<file path="src/rtl/mrv1_pkg.sv">
// Shared definitions for the mrv1 core: thread-control command bundle and instruction size.
package mrv1_pkg;

    localparam int MRV_INSN_BYTES = 4;
    localparam int MRV_TID_W_MAX  = 8;
    localparam int MRV_PC_W_MAX   = 64;

    typedef struct packed {
        logic                     vld;
        logic [MRV_TID_W_MAX-1:0] tid;
        logic                     tspawn_vld;
        logic [MRV_PC_W_MAX-1:0]  tspawn_pc;
    } mrv_th_ctl_s;

endpackage

</file>
<file path="src/rtl/mrv1_rr_arb.sv">
// Round-robin arbiter: first requester at or after ptr, modulo N (N a power of two).
module mrv1_rr_arb #(
    parameter int N = 4
) (
    input  logic [N-1:0]         req,
    input  logic [$clog2(N)-1:0] ptr,
    output logic                 gnt_vld,
    output logic [$clog2(N)-1:0] gnt_idx
);

    localparam int W = $clog2(N);

    logic [W-1:0] idx;

    // Walk offsets from farthest to nearest so the nearest requester is written last.
    always_comb begin
        gnt_vld = 1'b0;
        gnt_idx = '0;
        idx     = '0;
        for (int i = N - 1; i >= 0; i--) begin
            idx = ptr + W'(i);
            if (req[idx]) begin
                gnt_vld = 1'b1;
                gnt_idx = idx;
            end
        end
    end

endmodule

</file>
<file path="src/rtl/mrv1_thread_sched.sv">
// Per-thread scheduler: active mask, per-thread PC, spawn/stop/redirect handling and
// round-robin fetch selection among eligible threads.
module mrv1_thread_sched
    import mrv1_pkg::*;
#(
    parameter int                  NUM_THREADS_P = 4,
    parameter int                  PC_WIDTH_P    = 32,
    parameter logic [PC_WIDTH_P-1:0] RESET_PC_P  = '0,
    localparam int                 TID_WIDTH_LP  = $clog2(NUM_THREADS_P)
) (
    input  logic                     clk_i,
    input  logic                     rst_i,
    input  logic                     th_ctl_vld_i,
    input  logic [TID_WIDTH_LP-1:0]  th_ctl_tid_i,
    input  logic                     th_ctl_tspawn_vld_i,
    input  logic [PC_WIDTH_P-1:0]    th_ctl_tspawn_pc_i,
    output logic                     spawn_done_o,
    output logic                     spawn_fail_o,
    output logic [TID_WIDTH_LP-1:0]  spawn_tid_o,
    input  logic                     br_vld_i,
    input  logic [TID_WIDTH_LP-1:0]  br_tid_i,
    input  logic [PC_WIDTH_P-1:0]    br_pc_i,
    input  logic [NUM_THREADS_P-1:0] th_stall_i,
    output logic                     fetch_vld_o,
    output logic [TID_WIDTH_LP-1:0]  fetch_tid_o,
    output logic [PC_WIDTH_P-1:0]    fetch_pc_o,
    input  logic                     fetch_rdy_i,
    output logic [NUM_THREADS_P-1:0] active_mask_o,
    output logic                     all_idle_o
);

    logic [NUM_THREADS_P-1:0] active;
    logic [PC_WIDTH_P-1:0]    pc [NUM_THREADS_P];
    logic [TID_WIDTH_LP-1:0]  rr_ptr;

    logic [NUM_THREADS_P-1:0] elig;
    logic                     fetch_fire;
    logic                     spawn_cmd;
    logic                     stop_cmd;
    logic                     free_vld;
    logic [TID_WIDTH_LP-1:0]  free_tid;

    assign elig       = active & ~th_stall_i;
    assign fetch_fire = fetch_vld_o & fetch_rdy_i;
    assign spawn_cmd  = th_ctl_vld_i & th_ctl_tspawn_vld_i;
    assign stop_cmd   = th_ctl_vld_i & ~th_ctl_tspawn_vld_i;

    mrv1_rr_arb #(
        .N (NUM_THREADS_P)
    ) u_fetch_arb (
        .req     (elig),
        .ptr     (rr_ptr),
        .gnt_vld (fetch_vld_o),
        .gnt_idx (fetch_tid_o)
    );

    assign fetch_pc_o    = fetch_vld_o ? pc[fetch_tid_o] : '0;
    assign active_mask_o = active;
    assign all_idle_o    = ~|active;

    // Lowest-index inactive thread, taken from the mask at the start of the cycle.
    always_comb begin
        free_vld = 1'b0;
        free_tid = '0;
        for (int t = NUM_THREADS_P - 1; t >= 0; t--) begin
            if (!active[t]) begin
                free_vld = 1'b1;
                free_tid = TID_WIDTH_LP'(t);
            end
        end
    end

    // Redirect is applied last so it overrides the fetch increment on the same thread.
    always_ff @(posedge clk_i) begin
        if (rst_i) begin
            active       <= NUM_THREADS_P'(1);
            rr_ptr       <= '0;
            spawn_done_o <= 1'b0;
            spawn_fail_o <= 1'b0;
            spawn_tid_o  <= '0;
            for (int t = 0; t < NUM_THREADS_P; t++) begin
                pc[t] <= (t == 0) ? RESET_PC_P : '0;
            end
        end else begin
            spawn_done_o <= 1'b0;
            spawn_fail_o <= 1'b0;
            if (fetch_fire) begin
                pc[fetch_tid_o] <= pc[fetch_tid_o] + PC_WIDTH_P'(MRV_INSN_BYTES);
                rr_ptr          <= fetch_tid_o + TID_WIDTH_LP'(1);
            end
            if (spawn_cmd) begin
                if (free_vld) begin
                    active[free_tid] <= 1'b1;
                    pc[free_tid]     <= th_ctl_tspawn_pc_i;
                    spawn_done_o     <= 1'b1;
                    spawn_tid_o      <= free_tid;
                end else begin
                    spawn_fail_o <= 1'b1;
                end
            end else if (stop_cmd) begin
                active[th_ctl_tid_i] <= 1'b0;
            end
            if (br_vld_i) begin
                pc[br_tid_i] <= br_pc_i;
            end
        end
    end

endmodule
</file>
<file path="config.mk">
export PLATFORM = sky130hd
export DESIGN_NAME = mrv1_thread_sched
export DESIGN_NICKNAME = d
export VERILOG_FILES = /design/src/rtl/mrv1_pkg.sv /design/src/rtl/mrv1_rr_arb.sv /design/src/rtl/mrv1_thread_sched.sv
export SDC_FILE = /design/constraint.sdc
export NUM_CORES = 1
export LEC_CHECK = 0
export ABC_AREA = 1
export CAP_MARGIN = 30
export CORE_MARGIN = 2
export CORE_UTILIZATION = 52
export DETAILED_ROUTE_END_ITERATION = 8
export GPL_TIMING_DRIVEN = 0
export PLACE_DENSITY = 0.84
export SLEW_MARGIN = 25
export SYNTH_ARGS = -nofsm -noshare
export SYNTH_HDL_FRONTEND = slang
export SYNTH_SLANG_ARGS = --single-unit
</file>
<file path="constraint.sdc">
create_clock -name clk_i -period 5.95 [get_ports clk_i]
set_clock_uncertainty 0.05 [all_clocks]
set_input_delay 0.595 -clock clk_i [delete_from_list [all_inputs] [get_ports clk_i]]
set_output_delay 0.595 -clock clk_i [all_outputs]
set_load 0.01 [all_outputs]
</file>
After elaboration in Yosys (flattened, before gate mapping)
Memory sizes are Yosys's and may differ from the RTL's.
Index checks and enable logic that the tools add are counted.
{ "classes": {"n_addsub": 5, "magnitude_cmp": 8, "eq_ne": 1, "mux": 54, "bitwise": 10, "reduce_logical": 11} }
{ "op_table": {"columns": ["op", "n"], "rows": [
  ["$mux W32", 4],
  ["$reduce_or A32 Y1", 3],
  ["$add A32 B3 Y32 const B", 1],
  ["$mux W1", 30],
  ["$mux W2", 11],
  ["$lt A2 B3 Y1 const B", 6],
  ["$mux W4", 3],
  ["$and A4 B4 Y4", 2],
  ["$bmux W1 S2", 4],
  ["$not A4 Y4", 2],
  ["$add A2 B1 Y2 const B", 2],
  ["$add A2 B2 Y2 const B", 2],
  ["$demux W1 S2", 2],
  ["$ge A2 B1 Y1 const B", 2],
  ["$or A4 B4 Y4", 1],
  ["$reduce_and A2 Y1", 2],
  ["$reduce_or A4 Y1", 1],
  ["$and A1 B1 Y1", 3],
  ["$logic_and A1 B1 Y1", 2],
  ["$ne A2 B1 Y1 const B", 1],
  ["$not A1 Y1", 2],
  ["$reduce_bool A2 Y1", 1],
  ["$reduce_or A2 Y1", 1],
  ["$logic_not A1 Y1", 1]
]} }
{ "word_totals": {"register_bits": 10, "mem_bits_rw": 128, "inputBits": 78, "word_cells": 95, "memories": 1} }
{ "memory_table": {"columns": ["name", "words", "width", "rd", "rd_clocked_by_memory_dff", "write_ports", "line", "rtl"], "rows": [
  ["pc", 4, 32, 1, 0, 4, "mrv1_thread_sched.sv:33", "logic [PC_WIDTH_P-1:0] pc [NUM_THREADS_P];"]
]} }

Logic depth before layout (Yosys ltp)
{ "depth": {"depth_word": 14, "mapped_depth": 28} }

Hierarchy
From an unflattened synthesis, not the netlist that was laid out.
{ "hier_totals": {"hier_cells": 1546, "hier_area_um2": 10128.5} }
{ "modules_own_cells": {"columns": ["mod", "n_inst", "cells_each", "area_each_um2", "seq_area_each_um2"], "rows": [
  ["mrv1_thread_sched", 1, 1500, 9915.8, 4043.9],
  ["mrv1_rr_arb", 1, 46, 212.7, 0.0]
]} }

Worst setup path before layout
No wires, ideal clock.
{ "synth_path": {"path_kind": "input -> register", "start": "input port th_stall_i[3]", "end": "memory pc[3][0] (enable)", "setup_ns": 0.533, "arrival_ns": 5.506, "t_required_ns": 5.367, "slack_ns": -0.140, "cell_stages": 14, "n_path_buf": 3, "path_cell_list": "inv_1 > nand3_1 > nand2_1 > nand2_1 > nand2_1 > nand2_2 > nand2_1 > nand2_2 > nand2_2 > buf_6 > buf_2 > buf_6 > nor2_1 > o311ai_0"} }
{ "synth_rtl": {"columns": ["element", "line", "rtl"], "rows": [
  ["start: declaration", "mrv1_thread_sched.sv:23", "input logic [NUM_THREADS_P-1:0] th_stall_i,"],
  ["end: declaration", "mrv1_thread_sched.sv:33", null]
]} }

Worst setup path after layout
{ "layout_path": {"start": "input port th_stall_i[2]", "end": "output port fetch_pc_o[0]"} }
{ "layout_via": {"elab_chain_cells": 10, "word_cells_on_any_way": 20} }
{ "layout_lines": {"columns": ["element", "line", "rtl"], "rows": [
  ["$not A4 Y4 (*)", "mrv1_thread_sched.sv:43", "assign elig = active & ~th_stall_i;"],
  ["$and A4 B4 Y4 (*)", "mrv1_thread_sched.sv:43", null],
  ["$bmux W1 S2", "mrv1_rr_arb.sv:22", "if (req[idx]) begin"],
  ["$mux W1 (implied by the code)", "mrv1_rr_arb.sv:22", null],
  ["$mux W2 (4 in a row)", "mrv1_rr_arb.sv:22", null],
  ["$mem_v2 Z4 W32", null, null],
  ["$mux W32 (*)", "mrv1_thread_sched.sv:57", "assign fetch_pc_o = fetch_vld_o ? pc[fetch_tid_o] : '0;"],
  ["end: declaration", "mrv1_thread_sched.sv:26", "output logic [PC_WIDTH_P-1:0] fetch_pc_o,"]
]} }
Mark *: on every way between the ends. The rest lies on a longest branch, timed or not. The select of a mux whose other input is x is not followed.

==> flow_metrics.py <==
metrics = {
    "clock_network": {
        "numCtsBuffers": 17,
        "worstSkewPairLatency_ns": 0.45,
        "cts.htree.levels": 4,
        "cts_root_buf": "clkbuf_16",
        "cts.sinks": 138,
        "cts_tree": "done",
        "postCtsHoldBufs": 0,
        "clk_path_buf_depth": 2,
        "cts_resized": 0,
        "post_cts_buffers": 0,
        "clk_pin_slew_worst_paths_ns": 0.06,
    },
    "setup_path": {
        "path_class": "input pin to output port",
        "worstReg2RegStart": "active_mask_o[2]$_SDFFE_PP0P_",
        "critical_path.max_fanout": 10,
        "worstPathArrival_ns": 4.07,
        "slowest_delay_ns": 0.70,
        "path_buf_inv": 6,
        "cp-end-kind": "output port",
        "critPathLaunch": "th_stall_i[2]",
        "start_kind": "input pin",
        "cpMostUsedCell": "nand2_1",
        "worstPathRequired_ns": 5.31,
        "crit_slowest_cell": "clkbuf_1",
        "crit_chain": "clkdlybuf4s50_1 -> inv_1 -> nand3_1 -> nand2_1 -> nand2_1 -> nand2_1 -> inv_1 -> nand2_1 -> nand2_1 -> nand2_1 -> nand2_4 -> buf_2 -> clkbuf_1 -> a21oi_1 -> a32o_1 -> nor2_1 -> clkdlybuf4s50_1",
        "cp_top_family": "buffers and inverters",
    },
    "worst_hold_path": {
        "min_path_type": "flip-flop to flip-flop",
        "min-delay-start": "spawn_tid_o[1]$_SDFFE_PP0P_",
    },
    "final_layout": {
        "syn_to_final_growth_pct": 21.8,
        "fillers": 1811,
        "final_core_util_pct": 64.3,
        "layout.nets": 1852,
        "seq_area_sq_um": 4040,
        "drive_gt1_share_pct": 7.00,
        "fin_cells": 2056,
        "num_antenna_cells": 0,
        "multi_input_area_sq_um": 5260,
    },
    "global_routing": {
        "grt_max_degree": 17,
        "grt_pass1_vias": 11500,
        "grt_overflow": 0,
        "met2_usage_pct": 62.0,
        "grtUsageTotal_pct": 41.1,
        "grt_busiest_layer": "met2",
        "gr-usage-met3_pct": 11.3,
        "use_met1_pct": 53.8,
        "grt_pass1_wl_um": 66100,
        "antenna_found_initial": 0,
    },
    "timing": {
        "report.final.slew_viol_count": 0,
        "slew_headroom_pct": 29.8,
        "setup_viol": 0,
        "min_period_ns": 4.71,
        "hold_viol_final": 0,
        "whs_ns": 0.468,
        "rsz0062_at_grt": "false",
        "worst_pin_slew_ns": 1.04,
        "fmax_ghz": 0.212,
        "min_period_over_period_pct": 79.2,
    },
    "floorplanning": {
        "die_h_um": 147,
        "die_w_um": 147,
        "row_count": 52,
        "start_util_pct": 52.8,
        "core_sq_um": 20100,
        "pin_count": 122,
        "die_area_sq_um": 21600,
    },
    "place": {
        "placed_cells": 2022,
        "routabilityCongestion": 1.11,
        "io_buffers": 121,
        "hpwlAfterDp_um": 32400,
    },
    "synth": {
        "postSynthCellCount": 1618,
        "synthArstFlopShare_pct": 0,
        "syn_nets": 1697,
        "synth_edf_count": 128,
        "synth.distinct_cells": 40,
        "synthFlopType": "edfxtp_1",
        "syn_avg_cell_area_sq_um": 6.56,
        "syn_area_sq_um": 10600,
        "seq_area_frac_synth_pct": 38.1,
        "synth_warnings": 0,
        "ys_seq_elements": 138,
    },
    "drt": {
        "route.detailed.drc": 0,
        "vias": 12500,
        "drt_iter0_markers": 1968,
        "wl_per_cell_um": 21.7,
        "via_per_inst": 6.10,
        "ant_nets": 0,
        "wl_um": 44700,
        "firstDrtPassIters": 7,
    },
    "power_and_ir_drop": {
        "ir_worst_vdd_mv": 0.207,
        "power_density_nw_per_um2": 270,
        "leakagePower_nw": 5.53,
    },
    "status": {
        "outcome": "completed",
    },
    "run": {
        "drv_cap": 0,
    },
}
==> kinds of logic after synthesis <==
| family | after synthesis | synth area share (%) |
|---|---|---|
| compound gates | 229 | 11.6 |
| xor+xnor | 1 | 0.0825 |
| fa+ha+maj | 1 | 0.118 |
| buf+inv | 327 | 12.6 |
| flops | 138 | 38.1 |
| simple gates | 922 | 37.5 |
==> tightest hold or removal path, cell delays in order, from the launching register on <==
cell and delay, ns:
dfxtp_1 0.31, nand3_1 0.07, o21ai_0 0.08
==> sequential cells by signal, summed over array words and instances, names as in the netlist <==
name,cells
pc,128
rr_ptr,2
active_mask_o,4
spawn_fail_o,1
spawn_tid_o,2
spawn_done_o,1
==> cell type report <==
class,count,share of cell area [%]
Inverter,241,7.04
Clock inverter,10,0.561
Multi-Input combinational cell,1153,40.6
Buffer,86,3.34
Tap cell,270,2.61
Sequential cell,138,31.3
Clock buffer,22,3.92
Timing Repair Buffer,136,10.6
==> power breakdown <==
group	leakage, nW	internal, mW	switching (mW)
Combinational	3.82	0.395	0.823
Clock	0.293	0.610	0.458
Sequential	1.42	1.18	0.0303
Total	5.53	2.19	1.31
==> Yosys cell counts (3+ instances only) <==
library cell  instances  area share (%)
nand4_1              41             2.4
clkbuf_1             44             1.6
buf_2                27             1.3
nor2_2               10            0.59
inv_2                 8            0.28
o21bai_1              3            0.21
o21ai_0             112             5.3
nand2_2              10            0.59
nand3_2               3            0.28
buf_4                 4            0.28
a31oi_1              29             1.7
o21a_1                3            0.21
buf_1                 3            0.11
a22oi_1               3            0.21
nand2_1             422              15
a21oi_1              62             2.9
clkinv_1              6            0.21
inv_1               225             8.0
o21ai_1               9            0.42
dfxtp_1              10             1.9
nor2_1              238             8.4
buf_6                 8            0.85
nand3_1             154             7.3
edfxtp_1            128              36
nand3b_1             27             1.9
nor3_1               10            0.47
==> metrics by stage <==
step / setup TNS, ns / area, sq um / worst slack [ns] / power (mW)
detailed placement: 0 / 12300 / 1.18 / 2.39
global route: 0 / 12900 / 1.14 / 3.60
floorplan: 0 / 10600 / 1.21 / 1.89
finish: 0 / 12900 / 1.24 / 3.50
CTS: 0 / 12900 / 1.42 / 3.42
global placement: -82.29 / 12200 / -1.88 / 2.35
==> placed cells by master (no fill, tap or decap), drive strengths merged <==
cell type / instances
nand2: 433
nor2: 250
inv: 242
nand3: 157
edfxtp: 128
clkdlybuf4s50: 121
o21ai: 121
clkbuf: 66
a21oi: 62
buf: 57
nand4: 41
a31oi: 29
nand3b: 27
nor3: 10
dfxtp: 10
clkinv: 9
o21a: 3
a22oi: 3
o21bai: 3
a32o: 2
o22ai: 2
or2: 2
xor2: 1
o211ai: 1
and2: 1
o311ai: 1
a221oi: 1
a211oi: 1
nor4: 1
ha: 1
==> path summary, 6_finish.rpt <==
kind	end	slack, ns	cells past startpoint
worst min register to register	spawn_tid_o[1]$_SDFFE_PP0P_	0.47	2
worst max register to register	pc[1][27]$_DFFE_PP_	1.47	17
worst max-delay path	fetch_pc_o[0]	1.24	17
worst min-delay path	spawn_tid_o[1]$_SDFFE_PP0P_	0.47	2
==> routing by layer <==
layer  share of wire [%]  vias up
li1                    -     5562
met1                  35     5620
met2                  43     1121
met3                  16      229
met4                 5.7        0
met5                   0        -
No activity file was read; power rests on OpenSTA's default activity.
